`config.mk`:
```
export PLATFORM = sky130hd
export DESIGN_NAME = control_unit_flat
export DESIGN_NICKNAME = d
export VERILOG_FILES = /design/src/rtl/cpu_pkg.sv /design/src/rtl/control_unit_if.sv /design/src/rtl/cu_decode.sv /design/src/rtl/control_unit.sv /design/src/flat_wrapper.sv
export SDC_FILE = /design/constraint.sdc
export NUM_CORES = 1
export LEC_CHECK = 0
export BUFFER_PORTS_ARGS = -buffer_cell sky130_fd_sc_hd__buf_4
export CAP_MARGIN = 20
export CORE_UTILIZATION = 42
export DETAILED_ROUTE_END_ITERATION = 12
export GPL_TIMING_DRIVEN = 0
export PLACE_DENSITY = 0.83
export SLEW_MARGIN = 40
export SYNTH_ARGS = -nofsm -noshare
export SYNTH_HDL_FRONTEND = slang
export SYNTH_SLANG_ARGS = --single-unit
```
`constraint.sdc`:
```
create_clock -name clock -period 1.4 [get_ports clock]
set_input_delay 0.07 -clock clock [delete_from_list [all_inputs] [get_ports clock]]
set_output_delay 0.07 -clock clock [all_outputs]
set_load 0.03 [all_outputs]
```
`src/rtl/cpu_pkg.sv`:
```
// cpu_pkg: opcodes, IR field positions, FSM states and opcode classes for the control unit
package cpu_pkg;
  localparam logic [4:0] OP_LD   = 5'd0;
  localparam logic [4:0] OP_LDI  = 5'd1;
  localparam logic [4:0] OP_ST   = 5'd2;
  localparam logic [4:0] OP_ADD  = 5'd3;
  localparam logic [4:0] OP_SUB  = 5'd4;
  localparam logic [4:0] OP_AND  = 5'd5;
  localparam logic [4:0] OP_OR   = 5'd6;
  localparam logic [4:0] OP_ADDI = 5'd12;
  localparam logic [4:0] OP_ANDI = 5'd13;
  localparam logic [4:0] OP_ORI  = 5'd14;
  localparam logic [4:0] OP_BR   = 5'd19;
  localparam logic [4:0] OP_NOP  = 5'd26;
  localparam logic [4:0] OP_HALT = 5'd27;
  localparam int IR_OP_MSB = 31;
  localparam int IR_OP_LSB = 27;
  localparam int IR_RA_MSB = 26;
  localparam int IR_RA_LSB = 23;
  localparam int IR_RB_MSB = 22;
  localparam int IR_RB_LSB = 19;
  localparam int IR_C_MSB  = 18;
  localparam int IR_C_LSB  = 0;
  typedef enum logic [3:0] {
    S_RESET, S_T0, S_T1, S_T2, S_T3, S_T4, S_T5, S_T6, S_T7, S_PAUSE, S_HALT
  } state_e;
  typedef enum logic [2:0] {
    C_ALUR, C_ALUI, C_LD, C_LDI, C_ST, C_BR, C_HALT, C_NOP
  } class_e;
endpackage

```
`src/rtl/control_unit_if.sv`:
```
// control_unit_if: instruction/status inputs and datapath strobes of the control unit
interface control_unit_if;
  logic [31:0] IR;
  logic        CON;
  logic        mem_ready;
  logic        stop;
  logic        PCout, PCin, IncPC;
  logic        MARin, MDRin, MDRout, Read, Write;
  logic        IRin, Yin, ZLowIn, ZLowOut, CONin;
  logic        Gra, Grb, Grc, Rin, Rout, BAout, RCout;
  logic [4:0]  alu_op;
  logic        run;
  modport master (
    input  IR, CON, mem_ready, stop,
    output PCout, PCin, IncPC, MARin, MDRin, MDRout, Read, Write,
    output IRin, Yin, ZLowIn, ZLowOut, CONin,
    output Gra, Grb, Grc, Rin, Rout, BAout, RCout, alu_op, run
  );
  modport slave (
    output IR, CON, mem_ready, stop,
    input  PCout, PCin, IncPC, MARin, MDRin, MDRout, Read, Write,
    input  IRin, Yin, ZLowIn, ZLowOut, CONin,
    input  Gra, Grb, Grc, Rin, Rout, BAout, RCout, alu_op, run
  );
endinterface

```
`src/rtl/cu_decode.sv`:
```
// cu_decode: maps a 5-bit opcode to its execution class; unknown opcodes behave as NOP
module cu_decode
  import cpu_pkg::*;
(
  input  logic [4:0] opcode,
  output class_e     cls
);
  // combinational opcode classification
  always_comb begin
    cls = C_NOP;
    case (opcode)
      OP_ADD, OP_SUB, OP_AND, OP_OR: cls = C_ALUR;
      OP_ADDI, OP_ANDI, OP_ORI:      cls = C_ALUI;
      OP_LD:                         cls = C_LD;
      OP_LDI:                        cls = C_LDI;
      OP_ST:                         cls = C_ST;
      OP_BR:                         cls = C_BR;
      OP_HALT:                       cls = C_HALT;
      default:                       cls = C_NOP;
    endcase
  end
endmodule

```
`src/rtl/control_unit.sv`:
```
// control_unit: Moore sequencer driving fetch/execute strobes for the datapath
module control_unit
  import cpu_pkg::*;
(
  input  logic          clock,
  input  logic          clear,
  control_unit_if.master cu
);
  state_e     state_q, state_d, fetch_next;
  class_e     cls_q, cls_d, cls_dec;
  logic [4:0] op_q, op_d;
  logic       con_q, con_d;
  logic       alur, alui, ld, ldi, st, br, imm, wb5;
  logic       t0, t1, t2, t3, t4, t5, t6, t7;

  cu_decode u_decode (
    .opcode(cu.IR[IR_OP_MSB:IR_OP_LSB]),
    .cls   (cls_dec)
  );

  // state, latched opcode/class and latched branch condition
  always_ff @(posedge clock or negedge clear) begin
    if (!clear) begin
      state_q <= S_RESET;
      cls_q   <= C_NOP;
      op_q    <= '0;
      con_q   <= 1'b0;
    end else begin
      state_q <= state_d;
      cls_q   <= cls_d;
      op_q    <= op_d;
      con_q   <= con_d;
    end
  end

  // next-state: class captured leaving T2, CON captured leaving T5, stop checked on entry to T0
  always_comb begin
    state_d    = state_q;
    cls_d      = cls_q;
    op_d       = op_q;
    con_d      = con_q;
    fetch_next = cu.stop ? S_PAUSE : S_T0;
    case (state_q)
      S_RESET: state_d = fetch_next;
      S_T0:    state_d = S_T1;
      S_T1:    state_d = cu.mem_ready ? S_T2 : S_T1;
      S_T2: begin
        cls_d   = cls_dec;
        op_d    = cu.IR[IR_OP_MSB:IR_OP_LSB];
        state_d = cls_dec == C_HALT ? S_HALT : cls_dec == C_NOP ? fetch_next : S_T3;
      end
      S_T3:    state_d = S_T4;
      S_T4:    state_d = S_T5;
      S_T5: begin
        con_d   = cu.CON;
        state_d = (cls_q == C_LD || cls_q == C_ST || cls_q == C_BR) ? S_T6 : fetch_next;
      end
      S_T6:    state_d = cls_q == C_BR ? fetch_next : cls_q == C_ST ? S_T7 :
                         cu.mem_ready ? S_T7 : S_T6;
      S_T7:    state_d = (cls_q == C_ST && !cu.mem_ready) ? S_T7 : fetch_next;
      S_PAUSE: state_d = cu.stop ? S_PAUSE : S_T0;
      S_HALT:  state_d = S_HALT;
      default: state_d = S_RESET;
    endcase
  end

  // output decode from state and latched class only
  always_comb begin
    t0   = state_q == S_T0;
    t1   = state_q == S_T1;
    t2   = state_q == S_T2;
    t3   = state_q == S_T3;
    t4   = state_q == S_T4;
    t5   = state_q == S_T5;
    t6   = state_q == S_T6;
    t7   = state_q == S_T7;
    alur = cls_q == C_ALUR;
    alui = cls_q == C_ALUI;
    ld   = cls_q == C_LD;
    ldi  = cls_q == C_LDI;
    st   = cls_q == C_ST;
    br   = cls_q == C_BR;
    imm  = alui | ldi | ld | st;
    wb5  = alur | alui | ldi;
    cu.PCout   = t0 | (t4 & br);
    cu.PCin    = t1 | (t6 & br & con_q);
    cu.IncPC   = t0;
    cu.MARin   = t0 | (t5 & (ld | st));
    cu.MDRin   = t1 | (t6 & (ld | st));
    cu.MDRout  = t2 | (t7 & ld);
    cu.Read    = t1 | (t6 & ld);
    cu.Write   = t7 & st;
    cu.IRin    = t2;
    cu.Yin     = (t3 & (alur | imm)) | (t4 & br);
    cu.ZLowIn  = t0 | (t4 & (alur | imm)) | (t5 & br);
    cu.ZLowOut = t1 | (t5 & (alur | imm)) | (t6 & br & con_q);
    cu.CONin   = t3 & br;
    cu.Gra     = (t5 & wb5) | (t7 & ld) | (t6 & st) | (t3 & br);
    cu.Grb     = t3 & (alur | imm);
    cu.Grc     = t4 & alur;
    cu.Rin     = (t5 & wb5) | (t7 & ld);
    cu.Rout    = (t3 & (alur | br)) | (t4 & alur) | (t6 & st);
    cu.BAout   = t3 & imm;
    cu.RCout   = (t4 & imm) | (t5 & br);
    cu.alu_op  = (t4 & (alur | alui)) ? op_q :
                 (t0 | (t4 & (ld | ldi | st)) | (t5 & br)) ? OP_ADD : 5'd0;
    cu.run     = !(state_q inside {S_RESET, S_PAUSE, S_HALT});
  end
endmodule

```
`src/flat_wrapper.sv`:
```
// flat-port wrapper written by rule: the top's interface ports become plain ports
module control_unit_flat import cpu_pkg::*;
  (clock, clear, cu_IR, cu_CON, cu_mem_ready, cu_stop, cu_PCout, cu_PCin, cu_IncPC, cu_MARin, cu_MDRin, cu_MDRout, cu_Read, cu_Write, cu_IRin, cu_Yin, cu_ZLowIn, cu_ZLowOut, cu_CONin, cu_Gra, cu_Grb, cu_Grc, cu_Rin, cu_Rout, cu_BAout, cu_RCout, cu_alu_op, cu_run);
  control_unit_if cu_i ();
  input  logic clock;
  input  logic clear;
  input wire logic [$bits(cu_i.IR)-1:0] cu_IR;
  input wire logic [$bits(cu_i.CON)-1:0] cu_CON;
  input wire logic [$bits(cu_i.mem_ready)-1:0] cu_mem_ready;
  input wire logic [$bits(cu_i.stop)-1:0] cu_stop;
  output wire logic [$bits(cu_i.PCout)-1:0] cu_PCout;
  output wire logic [$bits(cu_i.PCin)-1:0] cu_PCin;
  output wire logic [$bits(cu_i.IncPC)-1:0] cu_IncPC;
  output wire logic [$bits(cu_i.MARin)-1:0] cu_MARin;
  output wire logic [$bits(cu_i.MDRin)-1:0] cu_MDRin;
  output wire logic [$bits(cu_i.MDRout)-1:0] cu_MDRout;
  output wire logic [$bits(cu_i.Read)-1:0] cu_Read;
  output wire logic [$bits(cu_i.Write)-1:0] cu_Write;
  output wire logic [$bits(cu_i.IRin)-1:0] cu_IRin;
  output wire logic [$bits(cu_i.Yin)-1:0] cu_Yin;
  output wire logic [$bits(cu_i.ZLowIn)-1:0] cu_ZLowIn;
  output wire logic [$bits(cu_i.ZLowOut)-1:0] cu_ZLowOut;
  output wire logic [$bits(cu_i.CONin)-1:0] cu_CONin;
  output wire logic [$bits(cu_i.Gra)-1:0] cu_Gra;
  output wire logic [$bits(cu_i.Grb)-1:0] cu_Grb;
  output wire logic [$bits(cu_i.Grc)-1:0] cu_Grc;
  output wire logic [$bits(cu_i.Rin)-1:0] cu_Rin;
  output wire logic [$bits(cu_i.Rout)-1:0] cu_Rout;
  output wire logic [$bits(cu_i.BAout)-1:0] cu_BAout;
  output wire logic [$bits(cu_i.RCout)-1:0] cu_RCout;
  output wire logic [$bits(cu_i.alu_op)-1:0] cu_alu_op;
  output wire logic [$bits(cu_i.run)-1:0] cu_run;
  assign cu_i.IR = cu_IR;
  assign cu_i.CON = cu_CON;
  assign cu_i.mem_ready = cu_mem_ready;
  assign cu_i.stop = cu_stop;
  assign cu_PCout = cu_i.PCout;
  assign cu_PCin = cu_i.PCin;
  assign cu_IncPC = cu_i.IncPC;
  assign cu_MARin = cu_i.MARin;
  assign cu_MDRin = cu_i.MDRin;
  assign cu_MDRout = cu_i.MDRout;
  assign cu_Read = cu_i.Read;
  assign cu_Write = cu_i.Write;
  assign cu_IRin = cu_i.IRin;
  assign cu_Yin = cu_i.Yin;
  assign cu_ZLowIn = cu_i.ZLowIn;
  assign cu_ZLowOut = cu_i.ZLowOut;
  assign cu_CONin = cu_i.CONin;
  assign cu_Gra = cu_i.Gra;
  assign cu_Grb = cu_i.Grb;
  assign cu_Grc = cu_i.Grc;
  assign cu_Rin = cu_i.Rin;
  assign cu_Rout = cu_i.Rout;
  assign cu_BAout = cu_i.BAout;
  assign cu_RCout = cu_i.RCout;
  assign cu_alu_op = cu_i.alu_op;
  assign cu_run = cu_i.run;
  control_unit u_core (.clock(clock), .clear(clear), .cu(cu_i));
endmodule
```
[Word-level counts from Yosys, hierarchy flattened]
Memory sizes are Yosys's and may differ from the RTL's.
Index checks and enable logic that the tools add are counted.
Storage, ports and cells
  bits in registers: 13
  bits in read-only memories: 96
  output and inout port bits: 26
  word-level logic and storage cells: 93
  memories kept: 1
Cells by class
  equal/unequal tests: 17
  multiplexer cells: 12
  bitwise logic cells: 50
  reduce and logical (&&, ||, !) cells: 9
Memory list
  (no name shown): words 32, bits a word 3, rd ports 1, clocked after memory_dff 0, wr ports 0, line cu_decode.sv:11  | case (opcode)
Operator list (number)
  $pmux 4 s10: 1
  $mux 4: 8
  $or 1x1->1: 29
  $and 1x1->1: 21
  $eq 4x3->1 const B: 4
  $eq 3x3->1 const B: 4
  $eq 4x4->1 const B: 3
  $eq 4x2->1 const B: 2
  $eq 3x2->1 const B: 2
  $mux 5: 1
  $eq 4x1->1 const B: 1
  $logic_not 4->1: 1
  $eq 3x1->1 const B: 1
  $logic_not 3->1: 1
  $reduce_bool 3->1: 1
  $logic_not 1->1: 2
  $logic_or 1x1->1: 2
  $mux 2: 1
  $reduce_or 2->1: 1
  $logic_and 1x1->1: 1
  $mux 1: 1

[Depth between registers and ports, before layout]
Gate-level depths: netlist of the first run.
  depth in word-level cells: 8
  mapped depth: 6

[By module]
A second synthesis of the first run with hierarchy kept.
Unflattened totals
  cell total of the unflattened synthesis: 148
  area total of the unflattened synthesis: 1203.7 µm²
By module, submodules not included
  control_unit: instances 1, cells an instance 133, area an instance 1118.6 µm², sequential area each 329.1 µm²
  cu_decode: instances 1, cells an instance 15, area an instance 85.1 µm², sequential area each 0.0 µm²

[Worst setup path after synthesis of the first run]
OpenSTA, ideal clock, no wires.
  kind: flip-flop to output port
  start: register u_core.cls_q[0]
  end: output port cu_alu_op[0]
  arrival time: 1.855 ns
  required time: 1.330 ns
  setup slack: -0.525 ns
  stages on the path, launching flop included: 7
  cell sequence: dfstp_2 > buf_2 > buf_4 > nand3_1 > o22ai_1 > a21oi_1 > o31ai_1
Between the ends
  longest elaborated chain between the ends: 8
  elaborated cells on any way between the ends: 16
RTL lines
  start, declared: line control_unit.sv:10  | class_e cls_q, cls_d, cls_dec;
  start signal, assigned: line control_unit.sv:30  | cls_q <= cls_d;
  $eq 3x2->1 (on tied branches): line control_unit.sv:79, control_unit.sv:80
  $or 1x1->1 (2 in a row): line control_unit.sv:106  | (t0 | (t4 & (ld | ldi | st)) | (t5 & br)) ? OP_ADD : 5'd0;
  $and 1x1->1: line control_unit.sv:106
  $or 1x1->1 (2 in a row): line control_unit.sv:106
  $mux 2: line control_unit.sv:106
  $mux 5 (*): line control_unit.sv:105  | cu.alu_op = (t4 & (alur | alui)) ? op_q :
  end, declared: line flat_wrapper.sv:31  | output wire logic [$bits(cu_i.alu_op)-1:0] cu_alu_op;
Every way passes the cells marked *; elsewhere a longest branch is shown, timed or not.

[Final worst setup path of the first run]
  start: register u_core.cls_q[2]
  end: output port cu_Gra
Between the ends
  longest elaborated chain between the ends: 7
  elaborated cells on any way between the ends: 15
RTL lines
  $eq 3x1->1 or $logic_not 3->1 (tied branches): line control_unit.sv:78, control_unit.sv:77
  $or 1x1->1 (2 in a row): line control_unit.sv:84  | wb5 = alur | alui | ldi;
  $and 1x1->1: line control_unit.sv:98  | cu.Gra = (t5 & wb5) | (t7 & ld) | (t6 & st) | (t3 & br);
  $or 1x1->1 (2 in a row): line control_unit.sv:98
  $or 1x1->1 (*): line control_unit.sv:98
  end, declared: line flat_wrapper.sv:24  | output wire logic [$bits(cu_i.Gra)-1:0] cu_Gra;
Marks and branches as above.

==> summary.txt, run 1 <==
Synth top cells by count -> 16 x nor2_1, 10 x a21oi_1, 10 x dfrtp_1, 10 x nand2_1
Sequential-to-total area share from yosys stat -> 25.1%
Final Skew -> 5.01 ps
Max-cap check violation count -> 0
Routability Congestion -> 0.852
Routed wire per std cell -> 22.5 um
Htree depth -> 1
Avg Cell Area, Syn -> 7.99 um^2
Cell total after placement -> 230
DRC violations left -> 2
Longest Clk Path Bufs -> 2
Peak supply drop -> 0.00174 V
Post-synthesis net count -> 201
Yosys Warn Count -> 0
Run status -> finished with violations
Critical Path Source Type -> flip-flop
DR vias -> 1747
Worst r2r src -> u_core.cls_q[2]$_DFFE_PN1P_
Yosys reg bits -> 13
FMAX -> 503 MHz
CP max-delay cell -> dfstp_2
Synth area leaders -> dfrtp_1 19%, dfstp_2 6.0%, mux2_2 6.0%
Layout area overhead -> 93.3%
Number of buffers created by CTS -> 3
Detail Route Antenna Nets -> 0
Critical Path Start -> u_core.cls_q[2]$_DFFE_PN1P_
Clock tree from TritonCTS -> built
Largest net degree at the start of global routing -> 14
Total gr overflow -> 0
Area leader, netlist -> dfrtp_1
Mapped cell area -> 0.00131 mm^2
Pwr Density -> 2580 mW/mm^2
Leakage -> 1.09 nW
WP data arrival -> 1920 ps
First-pass GRT wire length -> 7760 um
Final nets -> 279
Num rows -> 19
Failing checks -> DRC, setup timing
Total Routing Usage GR -> 30.2%
Vias per inst -> 6.42
Synth Instances -> 164
DR iter-0 viols -> 137
Required time worst endpoint -> 1330 ps
RSZ-0062 raised after global routing -> true
Non-Filler Instances -> 272
# port buffers -> 35
Final setup vio count -> 37
Clock transition at the registers of the reported paths -> 100 ps
Dominant synthesized flop cell -> dfrtp_1
Initial antenna violation count -> 0
Top delay family on crit path -> flip-flops
Top-count cell post-synth -> nor2_1
Setup ws final -> -588 ps
Crit path capture type -> output port
Initial Util -> 45.9%
Post-DP HPWL -> 3020 um
Share of layout cells above drive strength 1 -> 67.6%
Die W -> 57.9 um
EDFF count, synth -> 0
Worst-skew pair later-pin latency -> 280 ps
Tmin final -> 1990 ps
Diode count -> 0
Hold crit path type -> in -> reg
CP Cell Sequence -> buf_6 -> nand3b_1 -> buf_4 -> nor4_4 -> a211o_4 -> buf_6
Clk sinks -> 13
Die Ht -> 57.9 um
Synth top area share -> 19.1%
TritonRoute pass-1 iters -> 8
Final Max Tran Viols -> 0
Maximum fanout along the worst path -> 5
Max-slew headroom -> 76.7%
Worst slew pin tran -> 349 ps
Fin crit share -> 142%
Hold path start -> cu_CON
Final Total Pwr -> 6.54 mW
Most used cell, CP -> buf_6
Worst path bufs/invs -> 3
Core area -> 0.00285 mm^2
Clk root buf -> clkbuf_4
Max stage delay on crit path -> 590 ps
Crit Path Class -> reg -> out
Final hold violation count -> 0
Die Area -> 0.00335 mm^2
Util after Layout -> 88.8%
Io pins -> 63
Number of global-route vias before repair -> 1605
Routed wire length -> 6110 um
Distinct cell type count after synthesis -> 47
Post-synth ARST share -> 100%
placed cells by master (no fill, tap or decap), types with 6 or more instances in the layout:
master    synthesis  final
buf_6             1     39
buf_4             5     38
nand2_1          10     10
a21oi_2           2      8
nor2_1           16      8
dfrtp_1          10      8
mux2_4            0      7
nor3_4            1      6
nand2b_1          9      6
nor2_4            0      6
worst reg2reg max path, cell delays in order (launching register included):
cell	delay, ps
dfstp_2	590
buf_6	150
nor3b_4	350
buf_6	170
a22oi_2	60
o211ai_1	200
o211ai_1	120
power breakdown:
group	internal, mW	switching, mW	leakage, nW
Combinational	2.57	2.88	0.920
Clock	0.110	0.147	0.0150
Sequential	0.602	0.228	0.150
layout make-up:
type | count | area (um^2)
Fill cell | 124 | 320
Timing Repair Buffer | 76 | 767
Sequential cell | 13 | 332
Clock buffer | 4 | 26.3
Inverter | 5 | 18.8
Multi-Input combinational cell | 133 | 1220
Buffer | 10 | 125
Tap cell | 31 | 38.8
worst paths after layout:
kind,cells past startpoint,to,slack [ps]
min,2,u_core.con_q$_DFFE_PN0P_,20
max in group asynchronous,2,u_core.cls_q[1]$_DFFE_PN1P_,980
max reg2reg,6,u_core.state_q[0]$_DFF_PN0_,-370
min reg2reg,1,u_core.op_q[2]$_DFFE_PN0P_,540
min in group asynchronous,2,u_core.op_q[2]$_DFFE_PN0P_,180
max,6,cu_Gra,-590
layer usage:
| metal | vias up | global-route usage, % | share of wire (%) |
|---|---|---|---|
| li1 | 744 | - | - |
| met1 | 863 | 39.5 | 38 |
| met2 | 107 | 53.0 | 49 |
| met3 | 33 | 3.35 | 8.3 |
| met4 | 0 | 7.48 | 5.2 |
| met5 | - | 0 | 0 |
state kept, by name (all words and copies together) (netlist names):
name            flops
u_core.cls_q        3
u_core.con_q        1
u_core.state_q      4
u_core.op_q         5
kinds of logic (layout without fill, tap and decap cells):
| family | Yosys count | count (layout) | share of synthesized area [%] |
|---|---|---|---|
| and+or+nand+nor | 76 | 76 | 34.5 |
| buffers and inverters | 18 | 95 | 7.83 |
| AOI/OAI and AO/OA | 49 | 49 | 25.9 |
| xor gates and xnor gates | 1 | 1 | 0.669 |
| DFF | 13 | 13 | 25.1 |
| muxes | 7 | 7 | 6.02 |
stage by stage:
step	setup slack, ps	instance area, um^2	TNS [ps]	hold WS (ps)
finish	-588	2530	-12500	17.0
global route	-606	2530	-14280	9.15
CTS	-436	2210	-8970	29.8
detailed placement	-447	1800	-4670	-76.8
global placement	-405	1800	-4080	-80.1
floorplan	-196	1500	-963	-226
timing repair:
item                                    in CTS  in global routing
resized for setup                           55                 47
setup buffers                               17                 20
gates cloned                                 3                  1
endpoints found under the setup margin      34                 39
hold endpoints to repair                    13                  0
pin swaps                                   19                 19
hold buffers                                 1                  0
(Power assumes the default switching activity.)
==> run 2, diff against run 1 <==
Settings changed: CORE_UTILIZATION 42 to 41, SYNTH_HIERARCHICAL set to 1.
==> summary.txt, run 2 <==
Distinct cell type count after synthesis -> 49 (was 47)
Largest net degree at the start of global routing -> 14 (unchanged)
Main combinational cell family by area after synthesis -> simple AND/OR/NAND/NOR gates (unchanged)
CP max-delay cell -> nand4bb_2 (was dfstp_2)
Total Routing Usage GR -> 31.7% (was 30.2%)
Yosys reg bits -> 13 (unchanged)
Final setup vio count -> 39 (was 37)
Num rows -> 19 (unchanged)
Synth top cells by count -> 15 x nor2_1, 11 x mux2_2, 10 x dfrtp_1, 10 x nor3_1, 9 x a21oi_1 (was 16 x nor2_1, 10 x a21oi_1, 10 x dfrtp_1, 10 x nand2_1)
First-pass GRT wire length -> 7670 um (was 7760 um)
Clk root buf -> clkbuf_4 (unchanged)
Hold crit path type -> in -> reg (unchanged)
Synth Area in XOR/XNOR -> 0.728% (was 0.669%)
Clock transition at the registers of the reported paths -> 70 ps (was 100 ps)
Htree depth -> 1 (unchanged)
Failing checks -> setup timing (was DRC, setup timing)
Top-count cell post-synth -> nor2_1 (unchanged)
Leakage -> 1.11 nW (was 1.09 nW)
DP Worst Slack -> -590 ps (was -447 ps)
Layout area overhead -> 111% (was 93.3%)
Clock tree from TritonCTS -> built (unchanged)
Worst reg2reg setup slack -> -450 ps (was -370 ps)
Longest Clk Path Bufs -> 2 (unchanged)
Setup ws final -> -706 ps (was -588 ps)
Pwr Density -> 2430 mW/mm^2 (was 2580 mW/mm^2)
Avg Cell Area, Syn -> 8.13 um^2 (was 7.99 um^2)
RSZ-0062 raised after global routing -> true (unchanged)
Mapped cell area -> 0.00120 mm^2 (was 0.00131 mm^2)
Post-synth ARST share -> 100% (unchanged)
DRC violations left -> 0 (was 2)
Tmin final -> 2110 ps (was 1990 ps)
Routability Congestion -> 0.896 (was 0.852)
Most frequent cells in the layout -> 41 x buf_4, 35 x buf_6, 10 x mux2_4 (was 39 x buf_6, 38 x buf_4, 10 x nand2_1)
Post-Synth Simple-Gate Area -> 32.0% (was 34.5%)
Die Ht -> 56.2 um (was 57.9 um)
Io pins -> 63 (unchanged)
Synth top area share -> 20.8% (was 19.1%)
Max reg flops -> 5 (unchanged)
Largest register by flop count -> u_core/op_q (was u_core.op_q)
EDFF count, synth -> 0 (unchanged)
Crit path capture type -> output port (unchanged)
Total gr overflow -> 0 (unchanged)
Run status -> finished with violations (unchanged)
DR vias -> 1781 (was 1747)
Share of layout cells above drive strength 1 -> 73.9% (was 67.6%)
Final nets -> 268 (was 279)
Critical Path Source Type -> flip-flop (unchanged)
Synth Instances -> 148 (was 164)
Die Area -> 0.00316 mm^2 (was 0.00335 mm^2)
Clk sinks -> 13 (unchanged)
Vias per inst -> 6.82 (was 6.42)
Diode count -> 0 (unchanged)
Synth Area in Adders -> 0% (unchanged)
Peak supply drop -> 0.00254 V (was 0.00174 V)
Max-cap check violation count -> 0 (unchanged)
Yosys Warn Count -> 6 (was 0)
Required time worst endpoint -> 1330 ps (about the same)
Number of global-route vias before repair -> 1482 (was 1605)
Initial Util -> 43.6% (was 45.9%)
Largest registers -> u_core/op_q (5), u_core/state_q (4), u_core/cls_q (3) (was u_core.op_q (5), u_core.state_q (4), u_core.cls_q (3))
Worst-skew pair later-pin latency -> 300 ps (was 280 ps)
Crit Path Class -> reg -> out (unchanged)
Max-slew headroom -> 70.8% (was 76.7%)
Worst path bufs/invs -> 2 (was 3)
Number of buffers created by CTS -> 3 (unchanged)
Core area -> 0.00276 mm^2 (was 0.00285 mm^2)
Area leader, netlist -> dfrtp_1 (unchanged)
Most common cell after layout, fill and taps aside -> buf_4 (was buf_6)
Dominant synthesized flop cell -> dfrtp_1 (unchanged)
Sequential-to-total area share from yosys stat -> 27.3% (was 25.1%)
Final Max Tran Viols -> 0 (unchanged)
Mux contribution to synthesized area -> 12.4% (was 6.02%)
Routed wire length -> 7020 um (was 6110 um)
Max stage delay on crit path -> 430 ps (was 590 ps)
Initial antenna violation count -> 0 (unchanged)
# port buffers -> 35 (unchanged)
Synth area leaders -> dfrtp_1 21%, mux2_2 10%, dfstp_2 6.5% (was dfrtp_1 19%, dfstp_2 6.0%, mux2_2 6.0%)
Top delay family on crit path -> simple AND/OR/NAND/NOR gates (was flip-flops)
Post-synthesis net count -> 185 (was 201)
Final Skew -> 18.5 ps (was 5.01 ps)
FMAX -> 475 MHz (was 503 MHz)
Detail Route Antenna Nets -> 0 (unchanged)
Final hold violation count -> 0 (unchanged)
CP Cell Sequence -> buf_6 -> nand4bb_2 -> mux2_4 -> nor2_4 -> a31o_4 -> buf_6 (was buf_6 -> nand3b_1 -> buf_4 -> nor4_4 -> a211o_4 -> buf_6)
Worst slew pin tran -> 438 ps (was 349 ps)
DR iter-0 viols -> 82 (was 137)
Fin crit share -> 150% (was 142%)
TritonRoute pass-1 iters -> 5 (was 8)
WP data arrival -> 2040 ps (was 1920 ps)
Synth Area in Compound Gates -> 20.4% (was 25.9%)
Die W -> 56.2 um (was 57.9 um)
Maximum fanout along the worst path -> 10 (was 5)
Post-DP HPWL -> 2640 um (was 3020 um)
Routed wire per std cell -> 26.9 um (was 22.5 um)
Most used cell, CP -> buf_6 (unchanged)
Final Total Pwr -> 6.15 mW (was 6.54 mW)
## run 2: cell types whose count changed after synthesis, sizes merged, moves of 5 or more
cell / delta
mux2: +5
clkbuf: +5
buf: -6
nand2: -6
## run 2: power by group
part | switching, mW | total, mW | internal [mW]
Clock | 0.141 | 0.248 | 0.106
Combinational | 2.62 | 5.13 | 2.51
Sequential | 0.192 | 0.776 | 0.583
## run 2: final cells by class
class                      instances  area, um^2
sequential                        13         332
clock buffer                       3        22.5
tap                               31        38.8
clock inverter                     1        5.00
timing repair buffer              80         785
inverter                           7        26.3
buffer                            10         150
multi-input combinational        116        1180
fill                              96         220
## run 2: final timing paths
check / from / endpoint / cells past startpoint
hold / removal: cu_CON / u_core/con_q$_DFFE_PN0P_ / 2
setup / recovery: u_core/state_q[3]$_DFF_PN0_ / cu_Gra / 6
min in group asynchronous: clear / u_core/op_q[4]$_DFFE_PN0P_ / 2
max in group asynchronous: clear / u_core/cls_q[1]$_DFFE_PN1P_ / 2
hold reg to reg: u_core/op_q[4]$_DFFE_PN0P_ / u_core/op_q[4]$_DFFE_PN0P_ / 1
setup reg to reg: u_core/cls_q[2]$_DFFE_PN1P_ / u_core/state_q[3]$_DFF_PN0_ / 6
## run 2: timing repair
| item | in CTS | in global routing |
|---|---|---|
| setup buffers | 22 | 21 |
| gates resized for setup | 71 | 41 |
| endpoints found under the setup margin | 38 | 38 |
| hold buffers | 1 | 0 |
| pin swaps | 16 | 20 |
| cloned | 0 | 1 |
| hold endpoints to repair | 13 | 0 |
## run 2: layer usage
| metal | global-route usage [%] | vias up | routed length (um) |
|---|---|---|---|
| met5 | 0 | - | 0 |
| li1 | - | 701 | - |
| met2 | 51.5 | 149 | 3280 |
| met3 | 3.26 | 53 | 586 |
| met4 | 13.6 | 0 | 504 |
| met1 | 42.6 | 878 | 2640 |
## run 2: logic make-up after synthesis
logic type / count (synthesis)
AND/OR/NAND/NOR: 66
AO/OA/AOI/OAI: 36
buffers and inverters: 19
multiplexers: 13
flip-flops: 13
XOR/XNOR: 1
## run 2: through the flow
| step | util, % | TNS [ps] | hold WS [ps] | instances | cell area [um^2] |
|---|---|---|---|---|---|
| 4_1_cts | 79.9 | -11220 | 26.1 | 240 | 2200 |
| 3_3_place_gp | 62.2 | -7950 | -80.6 | 214 | 1720 |
| 5_1_grt | 92.0 | -16400 | 41.8 | 261 | 2540 |
| 6_report | 92.0 | -15450 | 24.6 | 261 | 2540 |
| 3_5_place_dp | 62.2 | -8750 | -78.9 | 214 | 1720 |
| 2_1_floorplan | - | -3090 | -226 | 148 | 1410 |
==> run 3, diff against run 2 <==
Settings changed: ABC_AREA set to 1, CORE_UTILIZATION 41 to 29, PLACE_DENSITY 0.83 to 0.64, SKIP_CTS_REPAIR_TIMING set to 1.
==> summary.txt, run 3 <==
WHS -> 27.9 ps (was 24.6 ps)
Largest registers -> u_core/op_q (5), u_core/state_q (4), u_core/cls_q (3) (unchanged)
Share of layout cells above drive strength 1 -> 43.8% (was 73.9%)
Final Skew -> 2.66 ps (was 18.5 ps)
Synth Instances -> 186 (was 148)
Post-DP HPWL -> 2530 um (was 2640 um)
Failing checks -> setup timing (unchanged)
Layout area overhead -> 55.7% (was 111%)
Final Max Tran Viols -> 0 (unchanged)
Mapped cell area -> 0.00114 mm^2 (was 0.00120 mm^2)
Max-slew headroom -> 76.9% (was 70.8%)
WP data arrival -> 1560 ps (was 2040 ps)
Final setup vio count -> 24 (was 39)
Die Ht -> 64.7 um (was 56.2 um)
Distinct cell type count after synthesis -> 24 (was 49)
Die W -> 64.7 um (was 56.2 um)
Worst reg2reg setup slack -> 90 ps (was -450 ps)
Synth top area share -> 22.0% (was 20.8%)
Util after Layout -> 47.7% (was 92.0%)
Worst slew pin tran -> 345 ps (was 438 ps)
Clk root buf -> clkbuf_8 (was clkbuf_4)
Number of buffers created by CTS -> 3 (unchanged)
First-pass GRT wire length -> 5300 um (was 7670 um)
Initial antenna violation count -> 0 (unchanged)
Leakage -> 0.916 nW (was 1.11 nW)
Peak supply drop -> 0.000583 V (was 0.00254 V)
Synth Area in XOR/XNOR -> 0.768% (was 0.728%)
Detail Route Antenna Nets -> 0 (unchanged)
Crit Path Class -> reg -> out (unchanged)
DR vias -> 1325 (was 1781)
Dominant synthesized flop cell -> dfrtp_1 (unchanged)
Main combinational cell family by area after synthesis -> simple AND/OR/NAND/NOR gates (unchanged)
Worst-skew pair later-pin latency -> 240 ps (was 300 ps)
Fin crit share -> 116% (was 150%)
Synth Area in Compound Gates -> 13.2% (was 20.4%)
Largest register by flop count -> u_core/op_q (unchanged)
Routed wire per std cell -> 11.5 um (was 26.9 um)
Routed wire length -> 3270 um (was 7020 um)
Synth area leaders -> dfrtp_1 22%, nand2_1 16%, nor2_1 9.5% (was dfrtp_1 21%, mux2_2 10%, dfstp_2 6.5%)
Total Routing Usage GR -> 16.0% (was 31.7%)
Post-synth ARST share -> 100% (unchanged)
Io pins -> 63 (unchanged)
Mux contribution to synthesized area -> 0% (was 12.4%)
Clock transition at the registers of the reported paths -> 60 ps (was 70 ps)
Pwr Density -> 2250 mW/mm^2 (was 2430 mW/mm^2)
Required time worst endpoint -> 1330 ps (about the same)
Cell depth of the worst flop-to-flop path -> 7 (was 6)
Post-synthesis net count -> 223 (was 185)
DR iter-0 viols -> 72 (was 82)
Num rows -> 22 (was 19)
Fill cell count -> 386 (was 96)
Maximum fanout along the worst path -> 5 (was 10)
Critical Path Source Type -> flip-flop (unchanged)
Clk sinks -> 13 (unchanged)
Max-cap check violation count -> 0 (unchanged)
TritonRoute pass-1 iters -> 4 (was 5)
Worst r2r src -> u_core/state_q[2]$_DFF_PN0_ (was u_core/cls_q[2]$_DFFE_PN1P_)
Final Total Pwr -> 3.99 mW (was 6.15 mW)
Sequential-to-total area share from yosys stat -> 28.9% (was 27.3%)
Crit path capture type -> output port (unchanged)
Synth top cells by count -> 49 x nand2_1, 29 x nor2_1, 26 x inv_1 (was 15 x nor2_1, 11 x mux2_2, 10 x dfrtp_1, 10 x nor3_1, 9 x a21oi_1)
# port buffers -> 35 (unchanged)
Total gr overflow -> 0 (unchanged)
Largest net degree at the start of global routing -> 14 (unchanged)
Run status -> finished with violations (unchanged)
Yosys Warn Count -> 6 (unchanged)
Clock tree from TritonCTS -> built (unchanged)
Hold path start -> cu_CON (unchanged)
Non-Filler Instances -> 283 (was 261)
Hold path cells -> 3 (was 2)
FMAX -> 613 MHz (was 475 MHz)
Core area -> 0.00372 mm^2 (was 0.00276 mm^2)
Tmin final -> 1630 ps (was 2110 ps)
Max reg flops -> 5 (unchanged)
Routability Congestion -> 0.829 (was 0.896)
Area leader, netlist -> dfrtp_1 (unchanged)
WHS Endpoint -> u_core/con_q$_DFFE_PN0P_ (unchanged)
Final nets -> 273 (was 268)
Setup ws final -> -230 ps (was -706 ps)
EDFF count, synth -> 0 (unchanged)
RSZ-0062 raised after global routing -> true (unchanged)
Post-Synth Simple-Gate Area -> 45.1% (was 32.0%)
DRC violations left -> 0 (unchanged)
Diode count -> 0 (unchanged)
Most frequent cells in the layout -> 44 x nand2_1, 37 x buf_4, 21 x inv_1 (was 41 x buf_4, 35 x buf_6, 10 x mux2_4)
Top-count cell post-synth -> nand2_1 (was nor2_1)
Initial Util -> 30.7% (was 43.6%)
Number of global-route vias before repair -> 1202 (was 1482)
RR Endpoint -> u_core/state_q[0]$_DFF_PN0_ (was u_core/state_q[3]$_DFF_PN0_)
Most common cell after layout, fill and taps aside -> nand2_1 (was buf_4)
Final hold violation count -> 0 (unchanged)
Avg Cell Area, Syn -> 6.13 um^2 (was 8.13 um^2)
Longest Clk Path Bufs -> 2 (unchanged)
Synth Area in Adders -> 0% (unchanged)
Htree depth -> 1 (unchanged)
Hold crit path type -> in -> reg (unchanged)
Yosys reg bits -> 13 (unchanged)
Vias per inst -> 4.68 (was 6.82)
Die Area -> 0.00419 mm^2 (was 0.00316 mm^2)
Cell total after placement -> 269 (was 214)
-- run 3: cell types whose count changed in the layout (fill, tap and decap cells not counted), sizes merged, moves of 5 or more --
cell and delta:
buf -40, inv +25, mux2 -12, nand2 +47, nand2b -7, nand3 +13
nor2 +20, nor2b -5, nor3 -9, o21ai +10
-- run 3: kinds of logic after synthesis --
kind of cell              Yosys count
and+or+nand+nor                   111
buffers and inverters              35
AOI/OAI and AO/OA                  26
xor gates and xnor gates            1
DFF                                13
-- run 3: layout make-up --
| type | instances | area [um^2] | area share (%) |
|---|---|---|---|
| Clock buffer | 3 | 41.3 | 2.33 |
| Multi-Input combinational cell | 138 | 807 | 45.5 |
| Tap cell | 48 | 60.1 | 3.39 |
| Inverter | 32 | 128 | 7.19 |
| Timing Repair Buffer | 45 | 374 | 21.1 |
| Clock inverter | 1 | 5.00 | 0.282 |
| Buffer | 3 | 26.3 | 1.48 |
| Sequential cell | 13 | 333 | 18.8 |
-- run 3: worst max-delay path, stage by stage, from the launching register on --
cell,delay [ps]
dfrtp_2,430
nand2_1,140
nor2_4,190
inv_1,100
nor2_1,190
nor2_4,70
nand3_4,60
buf_6,130
-- run 3: power by group --
group | internal, mW | switching, mW | leakage [nW]
Combinational | 1.06 | 1.80 | 0.739
Clock | 0.197 | 0.136 | 0.0255
Sequential | 0.611 | 0.188 | 0.151
Total | 1.87 | 2.12 | 0.916
-- run 3: metal layers --
metal	wire length, um	GRT usage [%]	vias to the layer above
met1	1530	20.7	598
met3	123	1.58	5
met5	0	0	-
met4	34	4.17	0
li1	-	-	685
met2	1580	28.3	37
-- run 3: how the worst max path moves through the flow --
stage | startpoint | end | depth (start not counted)
floorplan | u_core/cls_q[2]$_DFFE_PN1P_ | cu_Gra | 7
global placement | u_core/state_q[3]$_DFF_PN0_ | cu_alu_op[4] | 8
detailed placement | u_core/cls_q[2]$_DFFE_PN1P_ | cu_Gra | 8
CTS | u_core/cls_q[2]$_DFFE_PN1P_ | cu_Gra | 8
global route | u_core/state_q[1]$_DFF_PN0_ | cu_Gra | 7
finish | u_core/state_q[1]$_DFF_PN0_ | cu_Gra | 7
-- run 3: metrics by stage --
| step | worst slack (ps) | instance area (um^2) | TNS, ps |
|---|---|---|---|
| after global routing | -296 | 1770 | -5130 |
| after floorplan | -14.9 | 1180 | -28.9 |
| after CTS | -328 | 1550 | -4880 |
| final | -230 | 1770 | -3290 |
| after global placement | -59.7 | 1500 | -229 |
| after detailed placement | -57.8 | 1500 | -233 |
